`config.mk`:
```
export PLATFORM = sky130hd
export DESIGN_NAME = popcount_accumulator
export DESIGN_NICKNAME = d
export VERILOG_FILES = /design/src/rtl/popcount_accumulator.sv
export SDC_FILE = /design/constraint.sdc
export NUM_CORES = 1
export LEC_CHECK = 0
export CAP_MARGIN = 15
export CORE_ASPECT_RATIO = 0.5
export CORE_MARGIN = 3
export CORE_UTILIZATION = 50
export CTS_CLUSTER_DIAMETER = 40
export DETAILED_ROUTE_END_ITERATION = 10
export MAX_ROUTING_LAYER = met4
export PLACE_DENSITY = 0.73
export SLEW_MARGIN = 20
export SYNTH_ARGS = -nofsm -noshare
export SYNTH_HDL_FRONTEND = slang
export SYNTH_SLANG_ARGS = --single-unit
```
`constraint.sdc`:
```
create_clock -name clk -period 3.15 [get_ports clk]
set_clock_uncertainty 0.15 [all_clocks]
set_input_delay 0.945 -clock clk [delete_from_list [all_inputs] [get_ports clk]]
set_output_delay 0.945 -clock clk [all_outputs]
set_load 0.02 [all_outputs]
```
`src/rtl/popcount_accumulator.sv`:
```
// -----------------------------------------------------------------------------
// popcount_accumulator
//
// Adds up the per-frame ones-counts (0..15) from the upstream 15-input
// ones-counter over FRAMES frames. Each completed block total is loaded into
// a one-entry output register and offered downstream with a valid/ready
// handshake. Accumulation of the next block keeps going while the consumer
// stalls. Only the final frame of a block waits for the held result to drain.
//
// Parameters
//   FRAMES  frames per block, 1..255
//   ACC_W   accumulator/result width, 2**ACC_W must exceed 15*FRAMES
//   THRESH  threshold for the 'over' flag (sum_out >= THRESH)
//
// Ports
//   clk        in   clock, rising-edge active
//   rst        in   asynchronous active-high reset
//   clear      in   synchronous restart of the current block; drops any
//                   same-cycle frame and discards the held result's valid
//   cnt_in     in   [3:0] frame ones-count
//   in_valid   in   cnt_in valid
//   in_ready   out  frame accepted this cycle when in_valid is also high
//   sum_out    out  [ACC_W-1:0] block total
//   over       out  sum_out >= THRESH, registered with sum_out
//   sum_valid  out  sum_out/over hold an untaken result
//   sum_ready  in   consumer takes the result this cycle
// -----------------------------------------------------------------------------
module popcount_accumulator #(
    parameter int          FRAMES = 4,
    parameter int          ACC_W  = 8,
    parameter int unsigned THRESH = 30
) (
    input  logic             clk,
    input  logic             rst,
    input  logic             clear,
    input  logic [3:0]       cnt_in,
    input  logic             in_valid,
    output logic             in_ready,
    output logic [ACC_W-1:0] sum_out,
    output logic             over,
    output logic             sum_valid,
    input  logic             sum_ready
);

    // -------------------------------------------------------------------------
    // Elaboration-time parameter checks
    // -------------------------------------------------------------------------
    localparam longint unsigned MAX_SUM = 64'(15) * 64'(FRAMES);

    if (FRAMES < 1 || FRAMES > 255) begin : g_bad_frames
        $error("popcount_accumulator: FRAMES must be in 1..255");
    end

    if (ACC_W < 64 && ((64'd1 << ACC_W) <= MAX_SUM)) begin : g_bad_acc_w
        $error("popcount_accumulator: ACC_W too narrow for 15*FRAMES");
    end

    // Compare width wide enough for both the sum and THRESH, so a THRESH that
    // the sum can never reach is not truncated into a reachable value.
    localparam int CW = (ACC_W > 32) ? ACC_W : 32;

    localparam logic [7:0] LAST_IDX = 8'(FRAMES - 1);

    // -------------------------------------------------------------------------
    // State
    // -------------------------------------------------------------------------
    typedef enum logic {
        EMPTY = 1'b0,
        FULL  = 1'b1
    } state_e;

    state_e           state_q, state_d;
    logic [ACC_W-1:0] acc_q,   acc_d;
    logic [7:0]       fcnt_q,  fcnt_d;
    logic [ACC_W-1:0] sum_q,   sum_d;
    logic             over_q,  over_d;

    logic             last_frame;
    logic             accept;
    logic             handoff;
    logic [ACC_W-1:0] acc_plus;

    assign last_frame = (fcnt_q == LAST_IDX);
    assign sum_valid  = (state_q == FULL);
    assign handoff    = sum_valid && sum_ready;

    // Only the closing frame needs somewhere to put its result; it may go in
    // when the register is empty or being drained in this very cycle.
    assign in_ready   = !(last_frame && sum_valid && !sum_ready);
    assign accept     = in_valid && in_ready;

    assign acc_plus   = acc_q + {{(ACC_W-4){1'b0}}, cnt_in};

    assign sum_out    = sum_q;
    assign over       = over_q;

    // -------------------------------------------------------------------------
    // Next-state logic
    // -------------------------------------------------------------------------
    always_comb begin
        state_d = state_q;
        acc_d   = acc_q;
        fcnt_d  = fcnt_q;
        sum_d   = sum_q;
        over_d  = over_q;

        if (clear) begin
            // Restart wins over any same-cycle frame; the last result value
            // stays visible but is no longer offered.
            acc_d   = '0;
            fcnt_d  = '0;
            state_d = EMPTY;
        end else begin
            if (handoff) begin
                state_d = EMPTY;
            end

            if (accept) begin
                if (last_frame) begin
                    // A load in the handoff cycle overrides the EMPTY above,
                    // so back-to-back blocks see no bubble.
                    sum_d   = acc_plus;
                    over_d  = (CW'(acc_plus) >= CW'(THRESH));
                    acc_d   = '0;
                    fcnt_d  = '0;
                    state_d = FULL;
                end else begin
                    acc_d   = acc_plus;
                    fcnt_d  = fcnt_q + 8'd1;
                end
            end
        end
    end

    // -------------------------------------------------------------------------
    // Registers
    // -------------------------------------------------------------------------
    always_ff @(posedge clk or posedge rst) begin
        if (rst) begin
            state_q <= EMPTY;
            acc_q   <= '0;
            fcnt_q  <= '0;
            sum_q   <= '0;
            over_q  <= 1'b0;
        end else begin
            state_q <= state_d;
            acc_q   <= acc_d;
            fcnt_q  <= fcnt_d;
            sum_q   <= sum_d;
            over_q  <= over_d;
        end
    end

endmodule

```
==> load_flow_metrics.sql <==
INSERT INTO impl_metrics (metric_group, metric, value, unit) VALUES
('outcome', 'run_status', 'finished, final reports clean', ''),
('min_path', 'min_to', 'sum_out[5]', ''),
('timing', 'hold_slack', '342', 'ps'),
('critical_path', 'worst-path-max-fanout', '2', ''),
('global_route', 'grt_usage', '21.7', '%'),
('timing', 'final-setup-viol-count', '0', ''),
('timing', 'setup_total_negative_slack', '0', 'ps'),
('layout', 'antenna_cells_inserted', '0', ''),
('route', 'antenna_violating_nets_post_route', '0', ''),
('critical_path', 'worst_ep_required_time', '2050', 'ps'),
('critical_path', 'crit_path_end_kind', 'output port', ''),
('yosys', 'synth_enable_flop_cells', '0', ''),
('layout', 'drive_above_1_share', '24.1', '%'),
('global_route', 'grt_start_max_net_pins', '27', ''),
('critical_path', 'ff2ff_path_depth', '6', ''),
('pwr', 'leakagePower', '0.893', 'nW'),
('floorplan', 'rows', '13', ''),
('floorplan', 'num_io_pins', '20', ''),
('critical_path', 'worst_r2r_startpoint', 'fcnt_q[0]', ''),
('floorplan', 'core-area', '2750', 'sq um'),
('pwr', 'switchingPower', '258', 'uW'),
('global_route', 'overflow', '0', ''),
('min_path', 'worst_hold_depth', '2', ''),
('clock_tree', 'cts_sinks', '26', ''),
('run', 'drv.max_cap_violation_count', '0', ''),
('placed_design', 'dpl_worst_slack', '-415', 'ps'),
('clock_tree', 'tritoncts', 'built', ''),
('layout', 'finalNetCount', '203', ''),
('critical_path', 'setup.worst_path.start', 'sum_ready', ''),
('min_path', 'hold_path.class', 'reg -> reg', ''),
('timing', 'max_freq', '329', 'MHz'),
('route', 'post_drt_wl_per_cell', '16.5', 'um'),
('pwr', 'switching_share', '30.4', '%'),
('route', 'drc', '0', ''),
('yosys', 'syn-mean-instance-area', '10.4', 'sq um'),
('yosys', 'synth_ff_type', 'dfrtp_1', ''),
('yosys', 'synth_area', '1520', 'sq um'),
('pwr', 'vdd.ir_drop.worst', '0.241', 'mV'),
('pwr', 'reg_power_share', '45.3', '%'),
('timing', 'post-route-min-period', '3040', 'ps'),
('floorplan', 'fp.dieH', '45.0', 'um'),
('pwr', 'internal-power', '590', 'uW'),
('layout', 'fill_cells', '210', ''),
('timing', 'max_slew_margin', '53.8', '%'),
('placed_design', 'detailed_place_hpwl', '2.69', 'mm'),
('critical_path', 'crit_path_start_kind', 'primary input', ''),
('clock_tree', 'insertion_delay', '270', 'ps'),
('route', 'drt_wl_total', '3.69', 'mm'),
('global_route', 'first_global_vias', '1319', ''),
('pwr', 'clock_power_share', '26.3', '%'),
('yosys', 'synth.yosys.warnings', '0', ''),
('critical_path', 'r2r-end', 'acc_q[4]', ''),
('clock_tree', 'ctsHtreeMaxLevel', '1', ''),
('floorplan', 'die_width', '84.0', 'um'),
('yosys', 'postSynthCellCount', '146', ''),
('global_route', 'grt_pass1_wl', '6.07', 'mm'),
('timing', 'timing_worst_slew_pin_value', '686', 'ps'),
('placed_design', 'i_o_buffers', '19', ''),
('yosys', 'mappedNetlistNets', '161', ''),
('pwr', 'pwr_density_cell', '434', 'nW/um^2'),
('clock_tree', 'cts_buffer_depth', '2', ''),
('layout', 'area_delta_synth_final', '28.5', '%'),
('clock_tree', 'cts-buffers-inserted', '3', ''),
('route', 'vias_per_cell', '6.11', ''),
('min_path', 'worst_hold_startpoint', 'sum_out[5]', ''),
('timing', 'slew_violations', '0', ''),
('yosys', 'yosys.cell_types.count', '52', ''),
('timing', 'grt_setup_unrepaired', 'false', ''),
('route', 'routed-via-count', '1368', ''),
('yosys', 'synth_most_common_cell', 'dfrtp_1', ''),
('route', 'drt_first_iter_violations', '50', '');
flip-flops by register name, indices dropped and copies added (netlist names):
| signal | cells |
|---|---|
| acc_q | 8 |
| fcnt_q | 8 |
| over | 1 |
| sum_out | 8 |
| sum_valid | 1 |
critical path, stage by stage:
cell and delay, ps:
dlygate4sd2_1 230, or2b_1 230, or3_4 400, buf_6 140
through the flow:
stage          total power [mW]  area, sq um  std cells
6_report                  0.847         1950        224
5_1_grt                   0.887         1950        224
4_1_cts                   0.845         1950        224
3_5_place_dp              0.628         1890        219
3_3_place_gp              0.616         1890        219
2_1_floorplan             0.529         1520        146
power groups by stage:
stage	clock network [mW]	logic, mW	registers (mW)
5_1_grt	0.238	0.262	0.387
2_1_floorplan	0	0.123	0.406
3_5_place_dp	0	0.238	0.390
6_report	0.223	0.241	0.384
3_3_place_gp	0	0.229	0.388
4_1_cts	0.221	0.240	0.384
kinds of logic after synthesis:
group           share of synthesized area [%]
compound gates                           22.0
flops                                    42.8
mux                                      3.45
xor+xnor                                 4.03
fa+ha+maj                                5.43
simple gates                             19.0
buf+inv                                  3.29
worst max path at each step:
stage                     to  depth (start not counted)
floorplan           acc_q[6]                          6
global placement    in_ready                          4
detailed placement  in_ready                          4
CTS                 in_ready                          4
global route        in_ready                          4
finish              in_ready                          4
cells in the final DEF (no fill, tap or decap), types with 2 or more instances in the layout:
master            n
inv_1             4
mux2_2            2
nor2_1            4
or3_1             2
xor2_1            3
mux2i_1           3
a22oi_1           2
clkdlybuf4s50_1  17
a2bb2oi_1         2
o211ai_1          2
nand3_1          11
nand4_1           3
a211o_1           2
nor3_1            2
ha_1              5
o31ai_1           2
nand2_1          13
a21oi_1           5
xnor2_1           4
nor2b_1           2
a211oi_1          2
clkbuf_8          4
dfrtp_1          26
and2_1            2
o21ai_0           8
buf_4            23
a22o_2            6
layout make-up:
class                   count  area, sq um  share of cell area, %
inverters                   5         18.8                  0.960
flip-flops and latches     26          651                   33.3
well taps                  37         46.3                   2.37
multi-input cells         110          821                   42.0
clock buffers               4         55.1                   2.82
repair buffers             42          363                   18.6
layer usage:
metal	up-vias	wire length, um	track usage (%)
met2	59	1740	37.8
met1	666	1700	25.6
li1	632	-	-
met3	11	199	5.83
met5	-	0	-
met4	0	48	6.41
repair_timing:
item,CTS,global route
endpoints found under the setup margin,1,0
gates resized for setup,7,0
buffers inserted,1,0
Power figures use the tool's default switching activity.
